File: config.mk
export PLATFORM = sky130hd
export DESIGN_NAME = fetch_unit_flat
export DESIGN_NICKNAME = d
export VERILOG_FILES = /design/src/rtl/fetch_unit_if.sv /design/src/rtl/fetch_unit.sv /design/src/flat_wrapper.sv
export SDC_FILE = /design/constraint.sdc
export NUM_CORES = 1
export LEC_CHECK = 0
export ABC_AREA = 1
export CORE_MARGIN = 2
export CORE_UTILIZATION = 35
export CTS_CLUSTER_DIAMETER = 60
export DETAILED_ROUTE_END_ITERATION = 12
export GPL_TIMING_DRIVEN = 0
export PLACE_DENSITY = 0.72
export REMOVE_ABC_BUFFERS = 1
export SLEW_MARGIN = 25
export SYNTH_ARGS = -nofsm -noshare
export SYNTH_HDL_FRONTEND = slang
export SYNTH_SLANG_ARGS = --single-unit
File: constraint.sdc
create_clock -name clk -period 2.5 [get_ports clk]
set_input_delay 0.25 -clock clk [delete_from_list [all_inputs] [get_ports clk]]
set_output_delay 0.25 -clock clk [all_outputs]
set_load 0.01 [all_outputs]
File: src/rtl/fetch_unit_if.sv
// Instruction-memory request/acknowledge bus between the fetch stage and imem.
interface fetch_unit_if #(
  parameter int unsigned PC_W = 16,
  parameter int unsigned IR_W = 32
);
  logic            imem_req;
  logic [PC_W-1:0] imem_addr;
  logic [IR_W-1:0] imem_rdata;
  logic            imem_ack;

  // Fetch side issues requests, memory side returns data.
  modport master (output imem_req, imem_addr, input imem_rdata, imem_ack);
  modport slave  (input imem_req, imem_addr, output imem_rdata, imem_ack);
endinterface

File: src/rtl/fetch_unit.sv
// Instruction-fetch stage: owns PC and IR, computes next PC, runs imem req/ack with timeout.
module fetch_unit #(
  parameter int unsigned PC_W    = 16,
  parameter int unsigned IR_W    = 32,
  parameter int unsigned TIMEOUT = 15
) (
  input  logic            clk,
  input  logic            rst_f,
  input  logic            pc_rst,
  input  logic            pc_write,
  input  logic            pc_sel,
  input  logic            br_sel,
  input  logic            ir_load,
  fetch_unit_if.master    bus,
  output logic [PC_W-1:0] pc_out,
  output logic [IR_W-1:0] ir_out,
  output logic [3:0]      opcode,
  output logic            ir_valid,
  output logic            fetch_busy,
  output logic            fetch_err
);

  localparam int unsigned CNT_W = 8;
  localparam int unsigned IMM_W = 16;

  typedef enum logic [0:0] {S_IDLE, S_WAIT} state_e;

  state_e            state_q, state_d;
  logic [PC_W-1:0]   pc_q, pc_d;
  logic [IR_W-1:0]   ir_q, ir_d;
  logic              valid_q, valid_d;
  logic              req_q, req_d;
  logic [PC_W-1:0]   addr_q, addr_d;
  logic              busy_q, busy_d;
  logic              err_q, err_d;
  logic [CNT_W-1:0]  cnt_q, cnt_d;
  logic [IMM_W-1:0]  imm;
  logic [CNT_W-1:0]  cnt_nxt;

  assign imm     = ir_q[IMM_W-1:0];
  assign cnt_nxt = cnt_q + CNT_W'(1);

  // Next-state logic: PC update is independent of the fetch FSM.
  always_comb begin
    state_d = state_q;
    pc_d    = pc_q;
    ir_d    = ir_q;
    valid_d = valid_q;
    req_d   = req_q;
    addr_d  = addr_q;
    busy_d  = busy_q;
    err_d   = err_q;
    cnt_d   = cnt_q;

    if (pc_write) begin
      if (pc_rst)       pc_d = '0;
      else if (!pc_sel) pc_d = pc_q + PC_W'(1);
      else if (br_sel)  pc_d = PC_W'(imm);
      else              pc_d = pc_q + PC_W'($signed(imm));
    end

    case (state_q)
      S_IDLE: begin
        if (ir_load) begin
          state_d = S_WAIT;
          addr_d  = pc_q;
          req_d   = 1'b1;
          busy_d  = 1'b1;
          valid_d = 1'b0;
          cnt_d   = '0;
        end
      end
      S_WAIT: begin
        // A second load while outstanding is dropped but flagged.
        if (ir_load) err_d = 1'b1;
        if (pc_write && pc_rst) begin
          // PC reset aborts the fetch; a same-edge ack is discarded.
          state_d = S_IDLE;
          req_d   = 1'b0;
          busy_d  = 1'b0;
          valid_d = 1'b0;
        end else if (bus.imem_ack) begin
          state_d = S_IDLE;
          ir_d    = bus.imem_rdata;
          valid_d = 1'b1;
          req_d   = 1'b0;
          busy_d  = 1'b0;
        end else begin
          cnt_d = cnt_nxt;
          if (cnt_nxt == CNT_W'(TIMEOUT)) begin
            state_d = S_IDLE;
            req_d   = 1'b0;
            busy_d  = 1'b0;
            err_d   = 1'b1;
          end
        end
      end
      default: state_d = S_IDLE;
    endcase
  end

  // State and output registers.
  always_ff @(posedge clk or negedge rst_f) begin
    if (!rst_f) begin
      state_q <= S_IDLE;
      pc_q    <= '0;
      ir_q    <= '0;
      valid_q <= 1'b0;
      req_q   <= 1'b0;
      addr_q  <= '0;
      busy_q  <= 1'b0;
      err_q   <= 1'b0;
      cnt_q   <= '0;
    end else begin
      state_q <= state_d;
      pc_q    <= pc_d;
      ir_q    <= ir_d;
      valid_q <= valid_d;
      req_q   <= req_d;
      addr_q  <= addr_d;
      busy_q  <= busy_d;
      err_q   <= err_d;
      cnt_q   <= cnt_d;
    end
  end

  assign bus.imem_req  = req_q;
  assign bus.imem_addr = addr_q;
  assign pc_out        = pc_q;
  assign ir_out        = ir_q;
  assign opcode        = ir_q[IR_W-1 -: 4];
  assign ir_valid      = valid_q;
  assign fetch_busy    = busy_q;
  assign fetch_err     = err_q;

endmodule

File: src/flat_wrapper.sv
// flat-port wrapper written by rule: the top's interface ports become plain ports
module fetch_unit_flat 
#(
  parameter int unsigned PC_W    = 16,
  parameter int unsigned IR_W    = 32,
  parameter int unsigned TIMEOUT = 15
)
  (clk, rst_f, pc_rst, pc_write, pc_sel, br_sel, ir_load, pc_out, ir_out, opcode, ir_valid, fetch_busy, fetch_err, bus_imem_req, bus_imem_addr, bus_imem_rdata, bus_imem_ack);
  fetch_unit_if #(.PC_W(PC_W), .IR_W(IR_W)) bus_i ();
  input  logic clk;
  input  logic rst_f;
  input  logic pc_rst;
  input  logic pc_write;
  input  logic pc_sel;
  input  logic br_sel;
  input  logic ir_load;
  output logic [PC_W-1:0] pc_out;
  output logic [IR_W-1:0] ir_out;
  output logic [3:0] opcode;
  output logic ir_valid;
  output logic fetch_busy;
  output logic fetch_err;
  output wire logic [$bits(bus_i.imem_req)-1:0] bus_imem_req;
  output wire logic [$bits(bus_i.imem_addr)-1:0] bus_imem_addr;
  input wire logic [$bits(bus_i.imem_rdata)-1:0] bus_imem_rdata;
  input wire logic [$bits(bus_i.imem_ack)-1:0] bus_imem_ack;
  assign bus_imem_req = bus_i.imem_req;
  assign bus_imem_addr = bus_i.imem_addr;
  assign bus_i.imem_rdata = bus_imem_rdata;
  assign bus_i.imem_ack = bus_imem_ack;
  fetch_unit #(.PC_W(PC_W), .IR_W(IR_W), .TIMEOUT(TIMEOUT)) u_core (.clk(clk), .rst_f(rst_f), .pc_rst(pc_rst), .pc_write(pc_write), .pc_sel(pc_sel), .br_sel(br_sel), .ir_load(ir_load), .bus(bus_i), .pc_out(pc_out), .ir_out(ir_out), .opcode(opcode), .ir_valid(ir_valid), .fetch_busy(fetch_busy), .fetch_err(fetch_err));
endmodule
Yosys cells after proc, flatten, opt, wreduce, memory -nomap -nowiden
Cells that the tools add are included.
- order comparisons: 0
- bitwise logic cells: 2
- reductions and logical operators: 6
- equal/unequal tests: 6
- $add $sub $neg: 3
- muxes and demuxes: 25
- div/mod/pow operators: 0
- shifts and indexed selects: 0
- multipliers: 0
- operators with widths (operator ; number):
    two-way mux 16 bit ; 3
    two-way mux 8 bit ; 3
    adder 16 x 1 -> 16 bit (second input constant) ; 1
    adder 16 bit ; 1
    one-hot mux 8 bit (2 select lines) ; 1
    two-way mux 1 bit ; 15
    adder 8 x 1 -> 8 bit (second input constant) ; 1
    equality test 8 x 4 -> 1 bit (second input constant) ; 1
    inequality test 2 bit (second input constant) ; 3
    one-hot mux 1 bit (2 select lines) ; 3
    AND reduction 2 bit ; 3
    AND reduction 3 bit ; 2
    inequality test 4 bit (second input constant) ; 1
    inequality test 3 bit (second input constant) ; 1
    inverter 1 bit ; 2
    logical AND 1 bit ; 1
- bits of input ports: 40
- memory bits (writable): 0
- output and inout bits: 72
- ROM bits: 0
- register bits: 76
- latch bits: 0
- memories: 0

Longest topological paths before layout
- depth in word-level cells: 6
- mapped depth: 13
- depth with buffers taken out: 13

Worst setup path after synthesis
OpenSTA, ideal clock, no wires.
- path kind: reg2reg
- start: reg u_core.pc_q[0], in the netlist u_core.pc_out[0]
- end: reg u_core.pc_q[12], in the netlist u_core.pc_out[12]
- period minus slack after synthesis: 1.860 ns
- buffers on the path: 0
- required time: 2.384 ns
- data arrival time: 1.744 ns
- slack: 0.640 ns
- stages on the path, launching flop included: 14
- setup time: 0.116 ns
- path through: dfrtp_1 -> ha_1 -> inv_1 -> fa_1 -> inv_1 -> nand3_1 -> nand3_1 -> nand3_1 -> nand3_1 -> nand2_1 -> nand3_1 -> nand2_1 -> nand2_1 -> nand2_1
- cells in the longest elaborated chain, start to end: 4
- ends and longest elaborated chain (item ; RTL line ; RTL):
    start, declared ; fetch_unit.sv:29 ; logic [PC_W-1:0] pc_q, pc_d;
    start signal, assigned ; fetch_unit.sv:116 ; pc_q <= pc_d;
    adder 16 bit ; fetch_unit.sv:59 ; else pc_d = pc_q + PC_W'($signed(imm));
    two-way mux 16 bit ; fetch_unit.sv:58 ; else if (br_sel) pc_d = PC_W'(imm);
    two-way mux 16 bit * ; fetch_unit.sv:57 ; else if (!pc_sel) pc_d = pc_q + PC_W'(1);
    two-way mux 16 bit * ; fetch_unit.sv:56 ; if (pc_rst) pc_d = '0;
Every way passes the cells marked *; elsewhere a longest branch is shown, timed or not.
A chain may end at the register's enable or synchronous reset.

Worst setup path in the final report
- start: reg u_core.pc_q[0], in the netlist u_core.pc_out[0]
- end: reg u_core.pc_q[8], in the netlist u_core.pc_out[8]
Same word-level chain as after synthesis.

==> run metrics <==
status complete, no violations; syn_area_per_cell 8.08 um2; Routed wire per std cell 13.5 um; filler cell count 1,298; total power 4.99 mW; Sink Count 76; hold_ws roughly 0.37 ns; die area 14,500 um2; final setup vio count 0; most used flip-flop cell after synthesis dfrtp_1; worst min path class in2async; Worst EP arrival 2.37 ns; final worst slack 0.365 ns; Worst-Skew Late Latency 0.34 ns; number of enable flip-flop cells after synthesis 0; Fmax about 0.47 GHz; CTS tree done; Max Cap Violations 0; minimum clock period approximately 2.1 ns; Inst Count DP roughly 860; CP Capture Type flop; met2 GRT Util ~28%; Pleak 3.00 nW; Yosys warnings 0; Remaining DRCs 0; Worst EP required around 2.7 ns; kind of critical path reg2reg; Post-Syn Area 4730 um2; Crit-path slowest cell dfrtp_1; # resized after CTS 0; VDD IR-drop max 0.000344 V; Post-layout nets roughly 750; Pwr Density about 800 nW/um2; Critical Path Most Common Cell nand3_1; sequential fraction of the synthesis area 40.2%; XOR/XNOR share of the synthesized area 2.22%; first-pass GRT wire length 19,600 um; Max Root-Sink Buffers 2; Synth Area in Adders 5.18%; vias in the first global route roughly 4,000; mux share of post-synthesis cell area about a tenth; post-synth top area share approximately two fifths; gpl congestion about 0.90; clock skew roughly 0.0045 ns; clock root cell clkbuf_16; initial antenna violation count 0; Initial Util 35.8%; CP startpoint kind flop; GR Util met3 under 10%; Clock transition at path regs 0.06 ns; GRT overflow 0; Compound-Gate Fraction of Synth Area between 8 and 9%; critical path's largest stage delay about 0.46 ns; synth unique cells 34; Worst Path Max Fanout 6; post-synthesis simple-gate area fraction around a quarter; largest net degree at the start of global routing slightly above 50; largest family of logic cells by synthesized area simple AND/OR/NAND/NOR gates; slew margin rel. 44.8%; H-tree levels 3; most common cell in the synthesized netlist nand2_1; ys async rst share 100%; total count of hold-check failures in the final report 0; Core Area about 13,000 um2; Setup WS pre-CTS 0.114 ns; top cells by area, synth dfrtp_1 (40%), nand2_1 (14%), mux2_4 (8.2%); ranking of synthesized cells by instance count nand2_1 (177), dfrtp_1 (76), inv_1 (69); ANT nets after route 0; Reg2Reg Setup Slack 0.36 ns; Buffers on Ports 111; P&R area growth vs syn 32.5%; vias per inst between 4 and 5; GRT Max-Usage Layer met2; crit share post-route 85.4%; Die X approximately 120 um; I/O pin cnt 112; non-filler cells, final 874; n_diodes 0; DRT iter0 DRCs 306; Register Area 1900 um2; drt total wl 11,800 um; critical-path cell list ha_1 -> inv_1 -> fa_1 -> inv_1 -> nand3_1 -> nand3_1 -> nand2_1 -> nand3_1 -> nand2_1 -> nand3_1 -> nand2_1 -> nand3_1 -> nand2_1; cell taking the most area after synthesis dfrtp_1; met1 Resource Use GR around 22%; drt pass-1 iters 5; multi-input logic area 2430 um2; R2R Path Start u_core.pc_out[0]; crit path from u_core.pc_out[0]; TNS Setup 0 ns; hpwl dp 8820 um; post-CTS setup buffers 0; post-synthesis instance total 586; WP buf/inv 2; Slew Limit Fails 0; share of cells above drive strength 1 roughly a tenth; DR vias roughly 4,200; GRT Util Overall 17.2%; Slew @ Worst Pin 0.826 ns; Seq cells post-synth 76; CTS Buf Count 9; delay-heaviest family, CP simple AND/OR/NAND/NOR gates; # rows 42; Die Span Y 120 um; RSZ-0062 raised after global routing false
## per-layer routing
| metal | wire (um) | vias to the layer above |
|---|---|---|
| met2 | 5530 | 105 |
| met3 | 532 | 25 |
| met4 | 333 | 0 |
| met1 | 5400 | 1920 |
| li1 | - | 2112 |
| met5 | 0 | - |
## cell type report
type	count	area share, %
Clock buffer	11	4.03
Clock inverter	5	0.559
Inverter	75	4.53
Multi-Input combinational cell	418	38.8
Sequential cell	76	30.3
Tap cell	176	3.51
Timing Repair Buffer	113	18.3
## worst paths after layout
check                                            to  depth (start not counted)
setup / recovery                   u_core.pc_out[8]                         13
hold / removal                     u_core.ir_out[5]                          2
setup reg to reg                   u_core.pc_out[8]                         13
hold reg to reg            u_core.bus.imem_addr[14]                          2
max in group asynchronous         u_core.pc_out[14]                          3
min in group clk                   u_core.ir_out[1]                          3
## report_power, final
part / internal, mW / switching [mW] / total, mW
clock network: 0.728 / 0.531 / 1.26
logic: 1.04 / 0.947 / 1.99
registers: 1.48 / 0.264 / 1.75
## per-stage QoR
| step | utilization, % | instance area (um2) |
|---|---|---|
| floorplan | - | 4620 |
| CTS | 47.3 | 6270 |
| global route | 47.4 | 6270 |
| detailed placement | 45.1 | 5970 |
| finish | 47.4 | 6270 |
| global placement | 44.9 | 5950 |
## state kept, by name, summed over array words and instances, names as in the netlist
| signal | cells |
|---|---|
| u_core.ir_out | 32 |
| u_core.bus.imem_addr | 16 |
| u_core.pc_out | 16 |
| u_core.cnt_q | 8 |
| u_core.fetch_busy | 1 |
| u_core.fetch_err | 1 |
| u_core.ir_valid | 1 |
| u_core.state_q | 1 |
## repair_timing
action                                  CTS  global route
hold buffers                              1             0
hold endpoints to repair                 26             0
endpoints found under the setup margin    0             0
## logic make-up (layout without fill, tap and decap cells)
| logic type | count (synthesis) | in the layout |
|---|---|---|
| and+or+nand+nor | 274 | 274 |
| buffers and inverters | 92 | 204 |
| AOI/OAI and AO/OA | 81 | 81 |
| DFF | 76 | 76 |
| muxes | 32 | 32 |
| adders and majority gates | 19 | 19 |
| xor gates and xnor gates | 12 | 12 |
## placed cells by master, fill, tap and decap left out, drive strengths merged
cell | Yosys | routed
nand2 | 180 | 180
clkdlybuf4s50 | 0 | 110
dfrtp | 76 | 76
inv | 75 | 76
o21ai | 43 | 43
nand3 | 43 | 43
a21oi | 34 | 34
mux2 | 32 | 32
nor2 | 27 | 27
ha | 18 | 18
nor3 | 12 | 12
clkbuf | 8 | 11
nand4 | 7 | 7
xor2 | 6 | 6
xnor2 | 6 | 6
or2 | 3 | 3
o22ai | 3 | 3
clkinv | 0 | 3
nand3b | 2 | 2
buf | 9 | 2
a31oi | 1 | 1
fa | 1 | 1
clkinvlp | 0 | 1
dlygate4sd3 | 0 | 1
Note: power is estimated with default switching activity, not from simulation.
